[src/rtl/multicycle_control_fsm_if.sv]
// Control bundle between the multicycle sequencer and the IR / memory / ALU datapath.
// master = sequencer side (drives strobes and selects), slave = datapath side.
interface multicycle_control_fsm_if #(
    parameter int CNT_W = 32
);
    logic [6:0]       opcode;
    logic [2:0]       funct3;
    logic             zero;
    logic             mem_ready;

    logic             pc_write;
    logic             adr_src;
    logic             mem_read;
    logic             mem_write;
    logic             ir_write;
    logic             reg_write;
    logic [1:0]       result_src;
    logic [1:0]       alu_src_a;
    logic [1:0]       alu_src_b;
    logic [1:0]       alu_op;
    logic             trap;
    logic [1:0]       trap_cause;
    logic [CNT_W-1:0] instret;

    modport master (
        input  opcode, funct3, zero, mem_ready,
        output pc_write, adr_src, mem_read, mem_write, ir_write, reg_write,
               result_src, alu_src_a, alu_src_b, alu_op, trap, trap_cause, instret
    );

    modport slave (
        output opcode, funct3, zero, mem_ready,
        input  pc_write, adr_src, mem_read, mem_write, ir_write, reg_write,
               result_src, alu_src_a, alu_src_b, alu_op, trap, trap_cause, instret
    );
endinterface

[src/rtl/multicycle_control_fsm.sv]
// RV32I multicycle sequencer: Moore strobes per state, 3-5 cycles per instruction with mem_ready tied high.
// Stalls in FETCH/MEMREAD/MEMWRITE until mem_ready; traps (sticky) on illegal op or memory timeout.
module multicycle_control_fsm #(
    parameter bit SUPPORT_JUMP = 1'b1,
    parameter bit SUPPORT_BNE  = 1'b1,
    parameter int MEM_TIMEOUT  = 16,
    parameter int CNT_W        = 32
) (
    input  logic                        clk,
    input  logic                        rst_n,
    multicycle_control_fsm_if.master    bus
);

    localparam int WAIT_W = (MEM_TIMEOUT > 2) ? $clog2(MEM_TIMEOUT) : 1;
    localparam logic [WAIT_W-1:0] WAIT_LIMIT = WAIT_W'(MEM_TIMEOUT - 1);

    localparam logic [6:0] OP_LOAD   = 7'b0000011;
    localparam logic [6:0] OP_STORE  = 7'b0100011;
    localparam logic [6:0] OP_RTYPE  = 7'b0110011;
    localparam logic [6:0] OP_ITYPE  = 7'b0010011;
    localparam logic [6:0] OP_BRANCH = 7'b1100011;
    localparam logic [6:0] OP_JAL    = 7'b1101111;

    localparam logic [1:0] CAUSE_NONE    = 2'b00;
    localparam logic [1:0] CAUSE_ILLEGAL = 2'b01;
    localparam logic [1:0] CAUSE_TIMEOUT = 2'b10;

    typedef enum logic [3:0] {
        S_BOOT,
        S_FETCH,
        S_DECODE,
        S_MEMADR,
        S_MEMREAD,
        S_MEMWB,
        S_MEMWRITE,
        S_EXECR,
        S_EXECI,
        S_ALUWB,
        S_BRANCH,
        S_JAL,
        S_TRAP
    } state_t;

    state_t            state;
    state_t            state_nxt;
    logic [1:0]        cause_q;
    logic [1:0]        cause_nxt;
    logic [WAIT_W-1:0] wait_cnt;
    logic [CNT_W-1:0]  instret_q;

    logic              in_wait_state;
    logic              timed_out;
    logic              retire;

    logic              pc_write;
    logic              adr_src;
    logic              mem_read;
    logic              mem_write;
    logic              ir_write;
    logic              reg_write;
    logic [1:0]        result_src;
    logic [1:0]        alu_src_a;
    logic [1:0]        alu_src_b;
    logic [1:0]        alu_op;

    assign in_wait_state = (state == S_FETCH) || (state == S_MEMREAD) || (state == S_MEMWRITE);
    assign timed_out     = (wait_cnt == WAIT_LIMIT);

    // mem_ready takes priority over the timeout in every waiting state.
    always_comb begin
        state_nxt  = state;
        cause_nxt  = cause_q;
        pc_write   = 1'b0;
        adr_src    = 1'b0;
        mem_read   = 1'b0;
        mem_write  = 1'b0;
        ir_write   = 1'b0;
        reg_write  = 1'b0;
        result_src = 2'b00;
        alu_src_a  = 2'b00;
        alu_src_b  = 2'b00;
        alu_op     = 2'b00;

        unique case (state)
            S_BOOT: begin
                state_nxt = S_FETCH;
            end

            S_FETCH: begin
                mem_read   = 1'b1;
                alu_src_b  = 2'b10;
                result_src = 2'b10;
                if (bus.mem_ready) begin
                    ir_write  = 1'b1;
                    pc_write  = 1'b1;
                    state_nxt = S_DECODE;
                end else if (timed_out) begin
                    state_nxt = S_TRAP;
                    cause_nxt = CAUSE_TIMEOUT;
                end
            end

            S_DECODE: begin
                alu_src_a = 2'b01;
                alu_src_b = 2'b01;
                case (bus.opcode)
                    OP_LOAD,
                    OP_STORE:  state_nxt = S_MEMADR;
                    OP_RTYPE:  state_nxt = S_EXECR;
                    OP_ITYPE:  state_nxt = S_EXECI;
                    OP_BRANCH: state_nxt = S_BRANCH;
                    OP_JAL: begin
                        if (SUPPORT_JUMP) begin
                            state_nxt = S_JAL;
                        end else begin
                            state_nxt = S_TRAP;
                            cause_nxt = CAUSE_ILLEGAL;
                        end
                    end
                    default: begin
                        state_nxt = S_TRAP;
                        cause_nxt = CAUSE_ILLEGAL;
                    end
                endcase
            end

            S_MEMADR: begin
                alu_src_a = 2'b10;
                alu_src_b = 2'b01;
                state_nxt = (bus.opcode == OP_STORE) ? S_MEMWRITE : S_MEMREAD;
            end

            S_MEMREAD: begin
                adr_src  = 1'b1;
                mem_read = 1'b1;
                if (bus.mem_ready) begin
                    state_nxt = S_MEMWB;
                end else if (timed_out) begin
                    state_nxt = S_TRAP;
                    cause_nxt = CAUSE_TIMEOUT;
                end
            end

            S_MEMWB: begin
                result_src = 2'b01;
                reg_write  = 1'b1;
                state_nxt  = S_FETCH;
            end

            S_MEMWRITE: begin
                adr_src   = 1'b1;
                mem_write = 1'b1;
                if (bus.mem_ready) begin
                    state_nxt = S_FETCH;
                end else if (timed_out) begin
                    state_nxt = S_TRAP;
                    cause_nxt = CAUSE_TIMEOUT;
                end
            end

            S_EXECR: begin
                alu_src_a = 2'b10;
                alu_op    = 2'b10;
                state_nxt = S_ALUWB;
            end

            S_EXECI: begin
                alu_src_a = 2'b10;
                alu_src_b = 2'b01;
                alu_op    = 2'b10;
                state_nxt = S_ALUWB;
            end

            S_ALUWB: begin
                reg_write = 1'b1;
                state_nxt = S_FETCH;
            end

            S_BRANCH: begin
                alu_src_a = 2'b10;
                alu_op    = 2'b01;
                if (bus.funct3 == 3'b000) begin
                    pc_write  = bus.zero;
                    state_nxt = S_FETCH;
                end else if ((bus.funct3 == 3'b001) && SUPPORT_BNE) begin
                    pc_write  = !bus.zero;
                    state_nxt = S_FETCH;
                end else begin
                    state_nxt = S_TRAP;
                    cause_nxt = CAUSE_ILLEGAL;
                end
            end

            S_JAL: begin
                alu_src_a = 2'b01;
                alu_src_b = 2'b10;
                pc_write  = 1'b1;
                state_nxt = S_ALUWB;
            end

            S_TRAP: begin
                state_nxt = S_TRAP;
            end

            default: begin
                state_nxt = S_BOOT;
                cause_nxt = CAUSE_NONE;
            end
        endcase
    end

    assign retire = (state_nxt == S_FETCH) &&
                    ((state == S_MEMWB) || (state == S_MEMWRITE) ||
                     (state == S_ALUWB) || (state == S_BRANCH));

    always_ff @(posedge clk or negedge rst_n) begin
        if (!rst_n) begin
            state   <= S_BOOT;
            cause_q <= CAUSE_NONE;
        end else begin
            state   <= state_nxt;
            cause_q <= cause_nxt;
        end
    end

    // Any state change re-arms the wait counter, so it always starts at 0 on entry.
    always_ff @(posedge clk or negedge rst_n) begin
        if (!rst_n) begin
            wait_cnt <= '0;
        end else if (state_nxt != state) begin
            wait_cnt <= '0;
        end else if (in_wait_state && !bus.mem_ready) begin
            wait_cnt <= wait_cnt + 1'b1;
        end
    end

    always_ff @(posedge clk or negedge rst_n) begin
        if (!rst_n) begin
            instret_q <= '0;
        end else if (retire) begin
            instret_q <= instret_q + CNT_W'(1);
        end
    end

    assign bus.pc_write   = pc_write;
    assign bus.adr_src    = adr_src;
    assign bus.mem_read   = mem_read;
    assign bus.mem_write  = mem_write;
    assign bus.ir_write   = ir_write;
    assign bus.reg_write  = reg_write;
    assign bus.result_src = result_src;
    assign bus.alu_src_a  = alu_src_a;
    assign bus.alu_src_b  = alu_src_b;
    assign bus.alu_op     = alu_op;
    assign bus.trap       = (state == S_TRAP);
    assign bus.trap_cause = cause_q;
    assign bus.instret    = instret_q;

endmodule

[src/flat_wrapper.sv]
// flat-port wrapper written by rule: the top's interface ports become plain ports
module multicycle_control_fsm_flat 
#(
    parameter bit SUPPORT_JUMP = 1'b1,
    parameter bit SUPPORT_BNE  = 1'b1,
    parameter int MEM_TIMEOUT  = 16,
    parameter int CNT_W        = 32
)
  (clk, rst_n, bus_opcode, bus_funct3, bus_zero, bus_mem_ready, bus_pc_write, bus_adr_src, bus_mem_read, bus_mem_write, bus_ir_write, bus_reg_write, bus_result_src, bus_alu_src_a, bus_alu_src_b, bus_alu_op, bus_trap, bus_trap_cause, bus_instret);
  multicycle_control_fsm_if #(.CNT_W(CNT_W)) bus_i ();
  input  logic clk;
  input  logic rst_n;
  input wire logic [$bits(bus_i.opcode)-1:0] bus_opcode;
  input wire logic [$bits(bus_i.funct3)-1:0] bus_funct3;
  input wire logic [$bits(bus_i.zero)-1:0] bus_zero;
  input wire logic [$bits(bus_i.mem_ready)-1:0] bus_mem_ready;
  output wire logic [$bits(bus_i.pc_write)-1:0] bus_pc_write;
  output wire logic [$bits(bus_i.adr_src)-1:0] bus_adr_src;
  output wire logic [$bits(bus_i.mem_read)-1:0] bus_mem_read;
  output wire logic [$bits(bus_i.mem_write)-1:0] bus_mem_write;
  output wire logic [$bits(bus_i.ir_write)-1:0] bus_ir_write;
  output wire logic [$bits(bus_i.reg_write)-1:0] bus_reg_write;
  output wire logic [$bits(bus_i.result_src)-1:0] bus_result_src;
  output wire logic [$bits(bus_i.alu_src_a)-1:0] bus_alu_src_a;
  output wire logic [$bits(bus_i.alu_src_b)-1:0] bus_alu_src_b;
  output wire logic [$bits(bus_i.alu_op)-1:0] bus_alu_op;
  output wire logic [$bits(bus_i.trap)-1:0] bus_trap;
  output wire logic [$bits(bus_i.trap_cause)-1:0] bus_trap_cause;
  output wire logic [$bits(bus_i.instret)-1:0] bus_instret;
  assign bus_i.opcode = bus_opcode;
  assign bus_i.funct3 = bus_funct3;
  assign bus_i.zero = bus_zero;
  assign bus_i.mem_ready = bus_mem_ready;
  assign bus_pc_write = bus_i.pc_write;
  assign bus_adr_src = bus_i.adr_src;
  assign bus_mem_read = bus_i.mem_read;
  assign bus_mem_write = bus_i.mem_write;
  assign bus_ir_write = bus_i.ir_write;
  assign bus_reg_write = bus_i.reg_write;
  assign bus_result_src = bus_i.result_src;
  assign bus_alu_src_a = bus_i.alu_src_a;
  assign bus_alu_src_b = bus_i.alu_src_b;
  assign bus_alu_op = bus_i.alu_op;
  assign bus_trap = bus_i.trap;
  assign bus_trap_cause = bus_i.trap_cause;
  assign bus_instret = bus_i.instret;
  multicycle_control_fsm #(.SUPPORT_JUMP(SUPPORT_JUMP), .SUPPORT_BNE(SUPPORT_BNE), .MEM_TIMEOUT(MEM_TIMEOUT), .CNT_W(CNT_W)) u_core (.clk(clk), .rst_n(rst_n), .bus(bus_i));
endmodule
[config.mk]
export PLATFORM = sky130hd
export DESIGN_NAME = multicycle_control_fsm_flat
export DESIGN_NICKNAME = d
export VERILOG_FILES = /design/src/rtl/multicycle_control_fsm_if.sv /design/src/rtl/multicycle_control_fsm.sv /design/src/flat_wrapper.sv
export SDC_FILE = /design/constraint.sdc
export NUM_CORES = 1
export LEC_CHECK = 0
export CORE_MARGIN = 2
export CORE_UTILIZATION = 49
export CTS_BUF_LIST = sky130_fd_sc_hd__clkbuf_8 sky130_fd_sc_hd__clkbuf_16
export CTS_CLUSTER_SIZE = 24
export DETAILED_ROUTE_END_ITERATION = 8
export PLACE_DENSITY = 0.91
export SYNTH_ARGS = -nofsm -noshare
export SYNTH_HDL_FRONTEND = slang
export SYNTH_SLANG_ARGS = --single-unit
[constraint.sdc]
create_clock -name clk -period 2.8 [get_ports clk]
set_input_delay 0.56 -clock clk [delete_from_list [all_inputs] [get_ports clk]]
set_output_delay 0.56 -clock clk [all_outputs]
set_load 0.005 [all_outputs]
---- Word-level counts from Yosys, hierarchy flattened ----
Index checks and enable logic that the tools add are counted.
storage, ports and cells
  output and inout port bits .............. 49
  memories ................................ 0
  latch bits .............................. 0
  logic and storage cells ................. 91
  bits in writable memories ............... 0
  flip-flop bits (word level) ............. 42
  input bits .............................. 14
  ROM bits ................................ 0
operators by class
  divide/modulo/power cells ............... 0
  magnitude comparators ................... 0
  add/subtract/negate cells ............... 2
  mux-type cells .......................... 30
  equality and inequality tests ........... 27
  bitwise gates (word level) .............. 1
  $mul .................................... 0
  reductions and logical operators ........ 27
  shift operators ......................... 0
operator list
  cell                                           number
  case mux 4 bit (9 select lines)                1
  adder 32 x 1 -> 32 bit, second input constant  1
  2-to-1 mux 4 bit                               8
  == test 4 bit, second input constant           6
  case mux 4 bit (5 select lines)                1
  == test 4 x 3 -> 1 bit, second input constant  4
  case mux 2 bit (2 select lines)                4
  == test 7 x 6 -> 1 bit, second input constant  2
  == test 7 bit, second input constant           2
  OR reduction 2 bit                             7
  2-to-1 mux 2 bit                               6
  OR reduction 3 bit                             4
  == test 4 x 1 -> 1 bit, second input constant  2
  == test 4 x 2 -> 1 bit, second input constant  2
  2-to-1 mux 1 bit                               8
  inequality test 2 bit, second input constant   4
  case mux 2 bit (4 select lines)                1
  OR reduction 8 bit                             1
  == test 7 x 2 -> 1 bit, second input constant  1
  == test 7 x 5 -> 1 bit, second input constant  1
  AND reduction 6 bit                            1
  OR reduction 6 bit                             1
  logical OR 1 bit                               5
  adder 4 x 1 -> 4 bit, second input constant    1
  11 further kinds                               13

---- Longest topological paths before layout ----
  word-level depth ........................ 6
  depth in mapped cells ................... 8
  mapped depth without buffers ............ 7

---- Worst setup path before layout ----
OpenSTA, ideal clock, no wires.
  kind .................................... flip-flop to flip-flop
  start point ............................. reg u_core.state[0]
  end point ............................... reg u_core.wait_cnt[0]
  clock period less this slack ............ 2.247 ns
  cell stages (with the launch flop) ...... 8
  setup slack ............................. 0.553 ns
  path buffers ............................ 1
  arrival time ............................ 2.146 ns
  required time ........................... 2.699 ns
  setup time .............................. 0.101 ns
  path through ............................ dfrtp_1 buf_2 or4b_2 a21oi_1 o21ai_0 nand4_1 mux2_2 nor4_1
on the way
  cells in the longest elaborated chain, start to end .. 5
  elaborated cells between the ends (all ways) .. 26
  classes of those cells .................. eq/ne: 13; mux: 6; reduce/logical: 7
ends and longest elaborated chain
  item                                                           line                           source
  start, declared                                                multicycle_control_fsm.sv:44   state_t state;
  start signal, assigned                                         multicycle_control_fsm.sv:221  state <= state_nxt;
  == test 4 x 3 -> 1 bit (tied with other cells)                 multicycle_control_fsm.sv:84   unique case (state)
  OR reduction 3 bit (no source line)                            --
  case mux 4 bit (9 select lines) *                              multicycle_control_fsm.sv:84
  net u_core.state_nxt[3]                                        multicycle_control_fsm.sv:45   state_t state_nxt;
  inequality test 4 bit *                                        multicycle_control_fsm.sv:230  end else if (state_nxt != state) begin
  2-to-1 mux 4 bit / nonzero test 2 bit (equally long branches)  --
  end signal, assigned                                           multicycle_control_fsm.sv:233  wait_cnt <= wait_cnt + 1'b1;
  end, declared                                                  multicycle_control_fsm.sv:48   logic [WAIT_W-1:0] wait_cnt;
Mark *: on every way through the listed nets, which the timed path passes. The rest lies on a longest branch.
A chain may end at the register's enable or synchronous reset.

---- Worst setup path after layout ----
  start point ............................. reg u_core.state[0]
  end point ............................... out bus_ir_write
on the way
  cells in the longest elaborated chain, start to end .. 2
ends and longest elaborated chain
  item                    line                          source
  == test 4 x 1 -> 1 bit  multicycle_control_fsm.sv:84
  2-to-1 mux 1 bit        multicycle_control_fsm.sv:84
  end, declared           flat_wrapper.sv:21            output wire logic [$bits(bus_i.ir_write)-1:0] bus_ir_write;
Every way passes these cells.

==> results.yml <==
run_status:
  status: "finished, final reports clean"
sta:
  maxSlewHeadroom_pct: 40.8
  skew_ns: 0.00425
  rsz0062_at_grt: "no"
  timing.fmax_ghz: 0.371
  worst_slack_ns: 0.102
  tightest_slew_ns: 0.889
  fin_crit_ns: 2.70
  finalSetupViolCount: 0
  slew_viol_final: 0
  holdWs_ns: 0.384
  finalHoldViolCount: 0
  period_share_pct: 96.4
detailed_routing:
  wl_met1_um: 2560
  vias: 2299
  wl_per_cell_um: 14.1
  firstDrtPassIters: 6
  wl_met2_um: 3080
  drc: 0
  via_per_inst: 5.45
  postRouteAntennaNets: 0
  first_iter_violations: 140
  wl_met3_um: 266
  drt-total-wl_um: 5960
  top_layer: "met4"
critical_path:
  cp.arrival_ns: 2.14
  startpoint_type: "register"
  crit_fanout: 12
  path_buf_inv: 2
  critPathTopFamily: "simple AND/OR/NAND/NOR gates"
  worst-setup-path-type: "reg2out"
  worst_setup_path_end_kind: "output port"
  critPathMaxStageDelay_ns: 0.57
  critPathRequiredTime_ns: 2.24
  crit_chain: "or4b_4 > clkinv_1 > and2_1 > clkdlybuf4s50_1"
  cpMaxStageDelayCell: "dfrtp_1"
clock_network:
  path_clk_slew_ns: 0.08
  post-cts-setup-buffers: 0
  cts_resized: 0
  clk_latency_ns: 0.29
  clockBufferDepth: 2
  cts_buffers: 5
  htree_levels: 2
  holdBufCountCts: 0
  cts_root_buf: "clkbuf_8"
  clock-sinks: 42
  cts_tree: "built"
final_layout:
  final_cell_count_no_fill: 422
  fin_nets: 367
  n_fill_cell: 428
  synthToLayoutAreaGrowth_pct: 34.6
  diodes: 0
  drive_above_1_share_pct: 12.2
  postLayoutCoreUtil_pct: 67.3
power:
  powerDensity_nw_per_um2: 793
  max-vdd-ir-drop_uv: 581
  p_leak_nw: 1.41
synth:
  synth_compound_area_share_pct: 10.6
  netlist_instances: 275
  ys.flop_type: "dfrtp_1"
  ys_ff_latch: 42
  async_reset_ff_share_pct: 100
  synth_area_um2: 2500
  syn-num-nets: 291
  synth_xor_area_share_pct: 13.3
  yosysUniqueCellTypes: 50
  synth-edff-count: 0
  synth-simple-area-share_pct: 28.1
  ys_warn_count: 0
  syn_area_per_cell_um2: 9.10
  synth_top_family_by_area: "simple AND/OR/NAND/NOR gates"
  synthAdderAreaFrac_pct: 1.00
  ys_seq_area_share_pct: 42.0
  yosys-mux-area-fraction_pct: 1.75
place:
  gp_congestion: 0.871
  port-buffer-count: 62
  numPlacedInstances: 414
  pre_cts_slack_ns: -0.0473
  hpwlAfterDp_um: 4450
grt:
  track_usage_pct: 21.6
  overflow: 0
  grt_pass1_wl_um: 9470
  grt_max_degree: 43
  grt_pass1_vias: 2107
  antenna_found_initial: 0
min_path:
  min_path_type: "in2async"
die:
  fp.dieH_um: 75.5
  die_area_um2: 5700
  core_region_area_um2: 5010
  rows: 26
  initial_utilization_pct: 50.0
  ios: 63
  die_x_um: 75.5
job:
  maxCapViolCount: 0
==> where the power goes <==
part	switching, mW	internal (mW)	total [mW]
Clock	0.208	0.172	0.380
Combinational	0.641	0.723	1.36
Sequential	0.192	0.739	0.930
==> cell usage after synthesis (all sizes together), types with 5 or more instances <==
master,count,area share [%]
buf,7,1.7
nand4,8,2.0
and3,7,1.7
nand3,13,2.8
nor2,33,4.9
xor2,21,7.3
nand2,29,4.3
dfrtp,42,42
nand2b,10,2.8
inv,5,0.75
nor4,7,1.7
o21ai,7,1.4
a21oi,11,2.2
nor3,7,1.6
xnor2,17,5.9
==> routing by layer <==
layer	track usage (%)	vias to the layer above
li1	-	1113
met4	7.21	0
met2	36.4	64
met3	4.37	8
met5	0	-
met1	27.8	1114
==> worst register-to-register path, delay by kind of cell, from the launching register on <==
family	cells	cell delay, ns
and+or+nand+nor	3	0.73
DFF	1	0.55
buffers and inverters	2	0.41
xor gates and xnor gates	2	0.31
AOI/OAI and AO/OA	1	0.31
==> stage by stage <==
stage	TNS (ns)	area, um^2	total power [mW]
after CTS	0	3370	2.68
final	0	3370	2.67
after detailed placement	-0.104	3280	2.29
after global routing	0	3370	2.84
after global placement	0	3280	2.24
after floorplan	0	2500	1.67
==> sequential cells by signal (all words and copies together) (netlist names) <==
signal / flops
u_core.bus.instret: 32
u_core.bus.trap_cause: 2
u_core.state: 4
u_core.wait_cnt: 4
==> worst paths after layout <==
path                                                             end                               start  slack (ns)  cells after the start
worst max-delay path                                    bus_ir_write           u_core.state[0]$_DFF_PN0_        0.10                      4
worst min register to register    u_core.bus.instret[31]$_DFFE_PN0P_  u_core.bus.instret[31]$_DFFE_PN0P_        0.48                      1
worst min-delay path              u_core.bus.instret[19]$_DFFE_PN0P_                               rst_n        0.38                      1
worst max register to register    u_core.bus.instret[31]$_DFFE_PN0P_           u_core.state[2]$_DFF_PN0_        0.38                      8
max in group asynchronous       u_core.bus.trap_cause[0]$_DFFE_PN0P_                               rst_n        1.86                      1
min in group clk                  u_core.bus.instret[31]$_DFFE_PN0P_  u_core.bus.instret[31]$_DFFE_PN0P_        0.48                      1
==> logic make-up after synthesis <==
group | after synthesis
and+or+nand+nor | 134
xor gates and xnor gates | 38
muxes | 4
AOI/OAI and AO/OA | 38
adders and majority gates | 2
buffers and inverters | 17
DFF | 42
==> cell type report <==
| class | instances | area, um^2 | share of cell area [%] |
|---|---|---|---|
| clock inverter | 3 | 17.5 | 0.520 |
| sequential | 42 | 1050 | 31.2 |
| timing repair buffer | 80 | 751 | 22.3 |
| multi-input combinational | 216 | 1370 | 40.7 |
| inverter | 6 | 22.5 | 0.668 |
| tap | 70 | 87.6 | 2.60 |
| clock buffer | 5 | 68.8 | 2.04 |
==> cell usage in the layout (no fill, tap or decap), drive strengths merged, types with 2 or more instances in the layout <==
| cell | Yosys | layout |
|---|---|---|
| nor4 | 7 | 7 |
| xnor2 | 17 | 17 |
| o31ai | 2 | 2 |
| and4 | 4 | 4 |
| mux2 | 3 | 3 |
| a31o | 2 | 2 |
| nand2 | 29 | 29 |
| nand2b | 10 | 10 |
| nand4b | 2 | 2 |
| xor2 | 21 | 21 |
| nor2 | 33 | 33 |
| buf | 7 | 19 |
| o21ai | 7 | 7 |
| or4b | 2 | 2 |
| dfrtp | 42 | 42 |
| and2 | 3 | 3 |
| clkinv | 1 | 3 |
| nand3 | 13 | 13 |
| a31oi | 2 | 2 |
| o22ai | 2 | 2 |
| and3 | 7 | 7 |
| ha | 2 | 2 |
| inv | 5 | 6 |
| a21boi | 2 | 2 |
| nor2b | 3 | 3 |
| clkbuf | 4 | 5 |
| nor3 | 7 | 7 |
| nand4 | 8 | 8 |
| or2 | 4 | 4 |
| clkdlybuf4s50 | 0 | 61 |
| a21oi | 11 | 11 |
(Power assumes the default switching activity.)
